==> src/rtl/cpu_defs.sv <==
// cpu_defs: shared loader FSM encoding and default instruction-ROM size
package cpu_defs;
    localparam int ROM_SIZE_BIT_DEF = 6;
    typedef enum logic [1:0] {IDLE, LOAD, DONE, ERR} load_state_t;
endpackage

==> src/rtl/imem_ram.sv <==
// imem_ram: instruction storage with a synchronous write port and an asynchronous read port, not cleared by reset
module imem_ram
    import cpu_defs::*;
#(
    parameter int AW = ROM_SIZE_BIT_DEF
) (
    input  logic          clk,
    input  logic          we,
    input  logic [AW-1:0] waddr,
    input  logic [31:0]   wdata,
    input  logic [AW-1:0] raddr,
    output logic [31:0]   rdata
);
    logic [31:0] mem [0:(1<<AW)-1];
    always_ff @(posedge clk)
        if (we) mem[waddr] <= wdata;
    assign rdata = mem[raddr];
endmodule

==> src/rtl/imem_loader.sv <==
// imem_loader: packs a big-endian byte stream into words in instruction memory and serves CPU reads
module imem_loader
    import cpu_defs::*;
#(
    parameter int ROM_SIZE_BIT = ROM_SIZE_BIT_DEF
) (
    input  logic                  clk,
    input  logic                  reset,
    input  logic                  load_start,
    input  logic                  load_end,
    input  logic                  byte_valid,
    input  logic [7:0]            byte_data,
    output logic                  byte_ready,
    input  logic [31:0]           addr,
    output logic [31:0]           data,
    output logic                  busy,
    output logic                  done,
    output logic                  error,
    output logic [ROM_SIZE_BIT:0] word_count
);
    load_state_t state, state_n;
    logic [ROM_SIZE_BIT-1:0] wr_addr;
    logic [1:0] byte_cnt;
    logic [23:0] shreg;
    logic accept, we, last;
    logic unused_addr;
    // a byte arriving with load_start belongs to the abandoned load
    assign accept = byte_ready && byte_valid && !load_start;
    assign we = accept && byte_cnt == 2'd3;
    assign last = we && &wr_addr;
    assign unused_addr = ^{addr[31:ROM_SIZE_BIT+2], addr[1:0]};
    assign busy = state == LOAD;
    assign byte_ready = busy;
    assign done = state == DONE;
    assign error = state == ERR;
    always_comb begin
        state_n = state;
        if (load_start) state_n = LOAD;
        else if (busy && last) state_n = DONE;
        else if (busy && load_end) state_n = (byte_cnt + 2'(accept)) == 2'd0 ? DONE : ERR;
    end
    always_ff @(posedge clk) begin
        if (!reset) begin
            state <= IDLE;
            wr_addr <= '0;
            byte_cnt <= '0;
            word_count <= '0;
            shreg <= '0;
        end else begin
            state <= state_n;
            if (load_start) begin
                wr_addr <= '0;
                byte_cnt <= '0;
                word_count <= '0;
            end else if (accept) begin
                byte_cnt <= byte_cnt + 2'd1;
                shreg <= {shreg[15:0], byte_data};
                if (we) begin
                    wr_addr <= last ? wr_addr : wr_addr + ROM_SIZE_BIT'(1);
                    word_count <= word_count + (ROM_SIZE_BIT+1)'(1);
                end
            end
        end
    end
    imem_ram #(.AW(ROM_SIZE_BIT)) u_ram (
        .clk  (clk),
        .we   (we),
        .waddr(wr_addr),
        .wdata({shreg, byte_data}),
        .raddr(addr[ROM_SIZE_BIT+1:2]),
        .rdata(data)
    );
endmodule

==> config.mk <==
export PLATFORM = sky130hd
export DESIGN_NAME = imem_loader
export DESIGN_NICKNAME = d
export VERILOG_FILES = /design/src/rtl/cpu_defs.sv /design/src/rtl/imem_ram.sv /design/src/rtl/imem_loader.sv
export SDC_FILE = /design/constraint.sdc
export NUM_CORES = 2
export LEC_CHECK = 0
export BUFFER_PORTS_ARGS = -buffer_cell sky130_fd_sc_hd__buf_2
export CAP_MARGIN = 25
export CORE_MARGIN = 5
export CORE_UTILIZATION = 45
export CTS_BUF_LIST = sky130_fd_sc_hd__clkbuf_4
export CTS_CLUSTER_DIAMETER = 80
export CTS_CLUSTER_SIZE = 16
export DETAILED_ROUTE_END_ITERATION = 10
export GPL_ROUTABILITY_DRIVEN = 0
export GPL_TIMING_DRIVEN = 1
export PLACE_DENSITY = 0.62
export REMOVE_ABC_BUFFERS = 1
export SLEW_MARGIN = 25
export SYNTH_ARGS = -nofsm -noshare
export SYNTH_HDL_FRONTEND = slang
export SYNTH_SLANG_ARGS = --single-unit
export TNS_END_PERCENT = 10
==> constraint.sdc <==
create_clock -name clk -period 6.6 [get_ports clk]
set_clock_uncertainty 0.05 [all_clocks]
set_input_delay 0.66 -clock clk [delete_from_list [all_inputs] [get_ports clk]]
set_output_delay 0.66 -clock clk [all_outputs]
set_load 0.02 [all_outputs]
; ---- Yosys cells after proc, flatten, opt, wreduce, memory -nomap -nowiden
; Memory sizes are Yosys's and may differ from the RTL's.
; Index checks and enable logic that the tools add are counted.
[op_classes]
n_addsub = 4
eq_ne = 4
mux = 6
n_bitwise = 3
n_reduce_logical = 15
[op_table]
columns = operator, count
row1 = "adder 7 x 1 -> 7 bit, second input constant", 1
row2 = "adder 6 x 1 -> 6 bit, second input constant", 1
row3 = "equality test 2 bit, second input constant", 3
row4 = logical AND 1 bit, 6
row5 = AND reduction 6 bit, 1
row6 = two-way mux 1 bit, 4
row7 = two-way mux 2 bit, 2
row8 = AND reduction 2 bit, 2
row9 = inverter 1 bit, 3
row10 = AND reduction 3 bit, 1
row11 = nonzero test 3 bit, 1
row12 = adder 2 x 1 -> 2 bit, 1
row13 = "adder 2 x 1 -> 2 bit, second input constant", 1
row14 = "equality test 2 x 1 -> 1 bit, second input constant", 1
row15 = zero test 2 bit, 1
row16 = nonzero test 2 bit, 1
row17 = OR reduction 2 bit, 1
row18 = zero test 1 bit, 1
[word_totals]
ff_bits = 41
mem_bits_rw = 2048
out_inout_bits = 43
wordCells = 39
memories = 1
[memory_table]
columns = memory, depth, width, read_ports, rd_clocked_by_memory_dff, write_ports, line_no
row1 = u_ram.mem, 64, 32, 1, 0, 1, imem_ram.sv:14  ; logic [31:0] mem [0:(1<<AW)-1];

; ---- Longest topological paths before layout
[logic_depth]
word_depth = 9
mapped_depth = 11
ltp_nobuf = 9

; ---- By module
; From an unflattened synthesis, not the netlist that was laid out.
[hier_totals]
cells_unflattened = 3500
area_unflattened_um2 = 79645.1
[by_module_without_submodules]
columns = module, instances, cells_per_inst, area_per_inst_um2, seq_area_each_um2
row1 = imem_ram, 1, 3292, 77874.7, 61499.0
row2 = imem_loader, 1, 208, 1770.4, 820.8

; ---- Worst setup path after synthesis
; No wires, ideal clock.
[synth_path]
kind = input port to flip-flop
from = input port byte_valid
to = memory u_ram.mem[17][0], enable pin
setup_time_ps = 421
arrival_time_ps = 3092
required_time_ps = 6129
setup_slack_ps = 3037
cell_stages = 8
cell_sequence = nand2_2 > or2_1 > buf_6 > clkinv_4 > and2_4 > buf_2 > nand3_1 > nor2_1
[synth_between]
elab_chain_len = 5
[synth_lines]
columns = element, line_no
row1 = from (decl), imem_loader.sv:11  ; input logic byte_valid,
row2 = logical AND 1 bit (2 in a row), imem_loader.sv:28  ; assign accept = byte_ready && byte_valid && !load_start;
row3 = logical AND 1 bit, imem_loader.sv:29  ; assign we = accept && byte_cnt == 2'd3;
row4 = two-way mux 1 bit, imem_ram.sv:16  ; if (we) mem[waddr] <= wdata;
row5 = two-way mux 1 bit (implied by the code), imem_ram.sv:16
row6 = to (decl), imem_ram.sv:14
; No other way between the ends.

; ---- Final worst setup path
[layout_path]
from = input port addr[4]
to = output port data[23]
[layout_between]
elab_chain_len = 1
[layout_lines]
columns = element, line_no
row1 = from (decl), imem_loader.sv:14  ; input logic [31:0] addr,
row2 = memory (64 x 32 bit), -
row3 = to (decl), imem_loader.sv:15  ; output logic [31:0] data,
; No other way between the ends.

==> run metrics <==
status=finished, final reports clean; max-slew violations=0; worst hold start=byte_valid; CP Class=in2out; final net count=3,780; Tot Pwr=20.48 mW; Core Rows=154; die area=184,800 µm²; Critical Path RT=5890 ps; Setup TNS Final=0 ps; GRT Total Usage=0.2187; reg-to-reg critical path endpoint=u_ram.mem[11][25]; Iteration-0 DRC Markers=4,634; RSZ-0062 raised after global routing=false; synthesized area=79,330 µm²; clock sink count=2,089; Post-CTS Setup Inserts=0; ys flop type=edfxtp_1; sequential element share of the synthesized area=0.7855; WL final=202.8 mm; FF-to-FF setup slack=2200 ps; Post-CTS Resized=0; Synth Instances=3,531; commonest non-fill, non-tap cell in the layout=edfxtp_1; standby leakage power=24.73 nW; PD cells=240.1 nW/µm²; Initial Util=0.4515; post-route ant nets=0; period utilization=0.7272; CTS tree=done; worst-margin pin slew=1145 ps; global-route wire length before repair=288.3 mm; endpoints failing hold=0; relative slew slack=0.2367; Syn Area/Cell=22.47 µm²; FF-to-FF Start=state[1]; Clock Pin Slew Worst Setup and Hold Paths=150 ps; Root Buffer=clkbuf_4; asr flop ratio synth=0; Startpoint Class=input port; Post-synth EDFFs=2,048; cell accounting for the most synthesized area=edfxtp_1; CP endpoint kind=output pin; Die H=429.9 µm; Unique masters post-synth=56; maximum clock rate=208.4 MHz; routed vias=37,781; HPWL after DPL=112.6 mm; fillers=14,221; Peak VDD IR=191.9 µV; gr ovfl total=0; DR vias/cell=6.164; met2 usage=0.3496; drt drc=0; number of global-route vias before repair=38,047; largest net degree at the start of global routing=109; CP max FO=71; antenna violations before repair=10; routing usage on met1=0.3165; IO buf count=61; width of the die=429.9 µm; min-delay worst type=in2reg; Synth Warn #=0; clock latency on the worst-skew pair=1250 ps; area grow syn2layout=7.493%; worst hold stages=4; #FFs+latches synth=2,089; commonest non-fill, non-tap cells in the layout=edfxtp_1, mux4_2, clkbuf_4, buf_4, o22ai_1; num ports=88; CTS max path bufs=3; Reg2Reg Depth=8; Worst EP arrival=4090 ps; post-cts hold buffer count=13; minimum clock period=4799 ps; H-Tree Depth=4; final setup fails=0; Top Usage Layer GRT=met2; top-area cell type share of the netlist area=0.7752; top cells by area, synth=edfxtp_1, mux4_2, o22ai_1; drt pass-1 iters=5; share of layout cells above drive strength 1=0.2837; core area=175,700 µm²; Max-cap violations=0; routed len/inst=33.08 µm; clock buffer count from CTS=148; Hold Path End=byte_cnt[1]; met3 usage=0.03430
-- kinds of logic after synthesis --
logic type / Yosys count / synth area share
buf+inv: 200 / 0.01341
simple gates: 324 / 0.01937
mux: 569 / 0.1517
xor+xnor: 9 / 0.0009936
fa+ha+maj: 4 / 0.0006309
compound gates: 336 / 0.02837
flops: 2089 / 0.7855
-- per-layer routing --
metal  up-vias  wire length (µm)  part of all wire
met2      1679             97860              0.48
met3       240             15440             0.076
li1      15311                 -                 -
met1     20547             83710              0.41
met4         4              5722             0.028
met5         -                26           0.00013
-- state kept, by name, summed over array words and instances (netlist names) --
register / cells
state: 2
shreg: 24
word_count: 7
u_ram.mem: 2048
wr_addr: 6
byte_cnt: 2
-- through the flow --
step,utilization,worst slack [ps],instances,hold WS [ps],area (µm²)
2_1_floorplan,-,2704,3333,415.3,78280
3_3_place_gp,0.4750,1682,5901,435.9,83480
3_5_place_dp,0.4758,1678,5906,434.6,83610
4_1_cts,0.4850,1687,6120,38.14,85230
5_1_grt,0.4852,1739,6126,102.3,85270
6_report,0.4853,1801,6129,189.9,85280
-- Yosys cell counts, drive strengths merged, types with 2 or more instances --
library cell / instances
and2b: 2
mux2: 27
or2: 5
clkbuf: 70
xnor2: 2
nand3: 9
or3b: 2
dfxtp: 41
mux4: 504
a32oi: 6
o221ai: 24
o21a: 13
o31ai: 2
nor3: 17
edfxtp: 2048
o21ai: 35
ha: 4
xor2: 7
nand3b: 2
nand4: 6
nor2b: 19
a221oi: 9
a22o: 7
o22ai: 148
nor2: 100
nand2: 96
nor4: 25
a21boi: 24
buf: 128
mux2i: 38
nor3b: 2
o22a: 11
or3: 3
nand2b: 14
a21oi: 30
a211oi: 22
and2: 19
-- cell type report --
cell class,count,area (µm²),area share
flip-flops and latches,2089,62370,0.7314
inverters,2,12.51,0.0001467
well taps,2340,2928,0.03433
multi-input cells,1242,16460,0.1930
clock buffers,196,1471,0.01725
repair buffers,248,1994,0.02339
clock inverters,5,21.27,0.0002494
diodes,7,17.52,0.0002054
-- how the worst max path moves through the flow --
stage | slack [ps] | start | to
3_5_place_dp | 1680 | addr[4] | data[23]
2_1_floorplan | 2700 | state[1] | u_ram.mem[56][0]
3_3_place_gp | 1680 | addr[4] | data[7]
4_1_cts | 1690 | addr[4] | data[23]
5_1_grt | 1740 | addr[4] | data[23]
6_report | 1800 | addr[4] | data[23]
-- where the power goes --
group / total [mW] / internal, mW / leakage [nW] / switching, mW
clock network: 5.13 / 1.36 / 0.922 / 3.78
registers: 14.4 / 14.4 / 18.3 / 0.0134
logic: 0.931 / 0.327 / 5.46 / 0.603
total: 20.5 / 16.1 / 24.7 / 4.39
-- critical path: stages --
cell	delay, ps
buf_8	450
nor2b_1	290
nand2_1	590
buf_4	380
o22ai_1	160
nor4_2	780
o21a_1	400
buf_2	240
(Power assumes the default switching activity.)
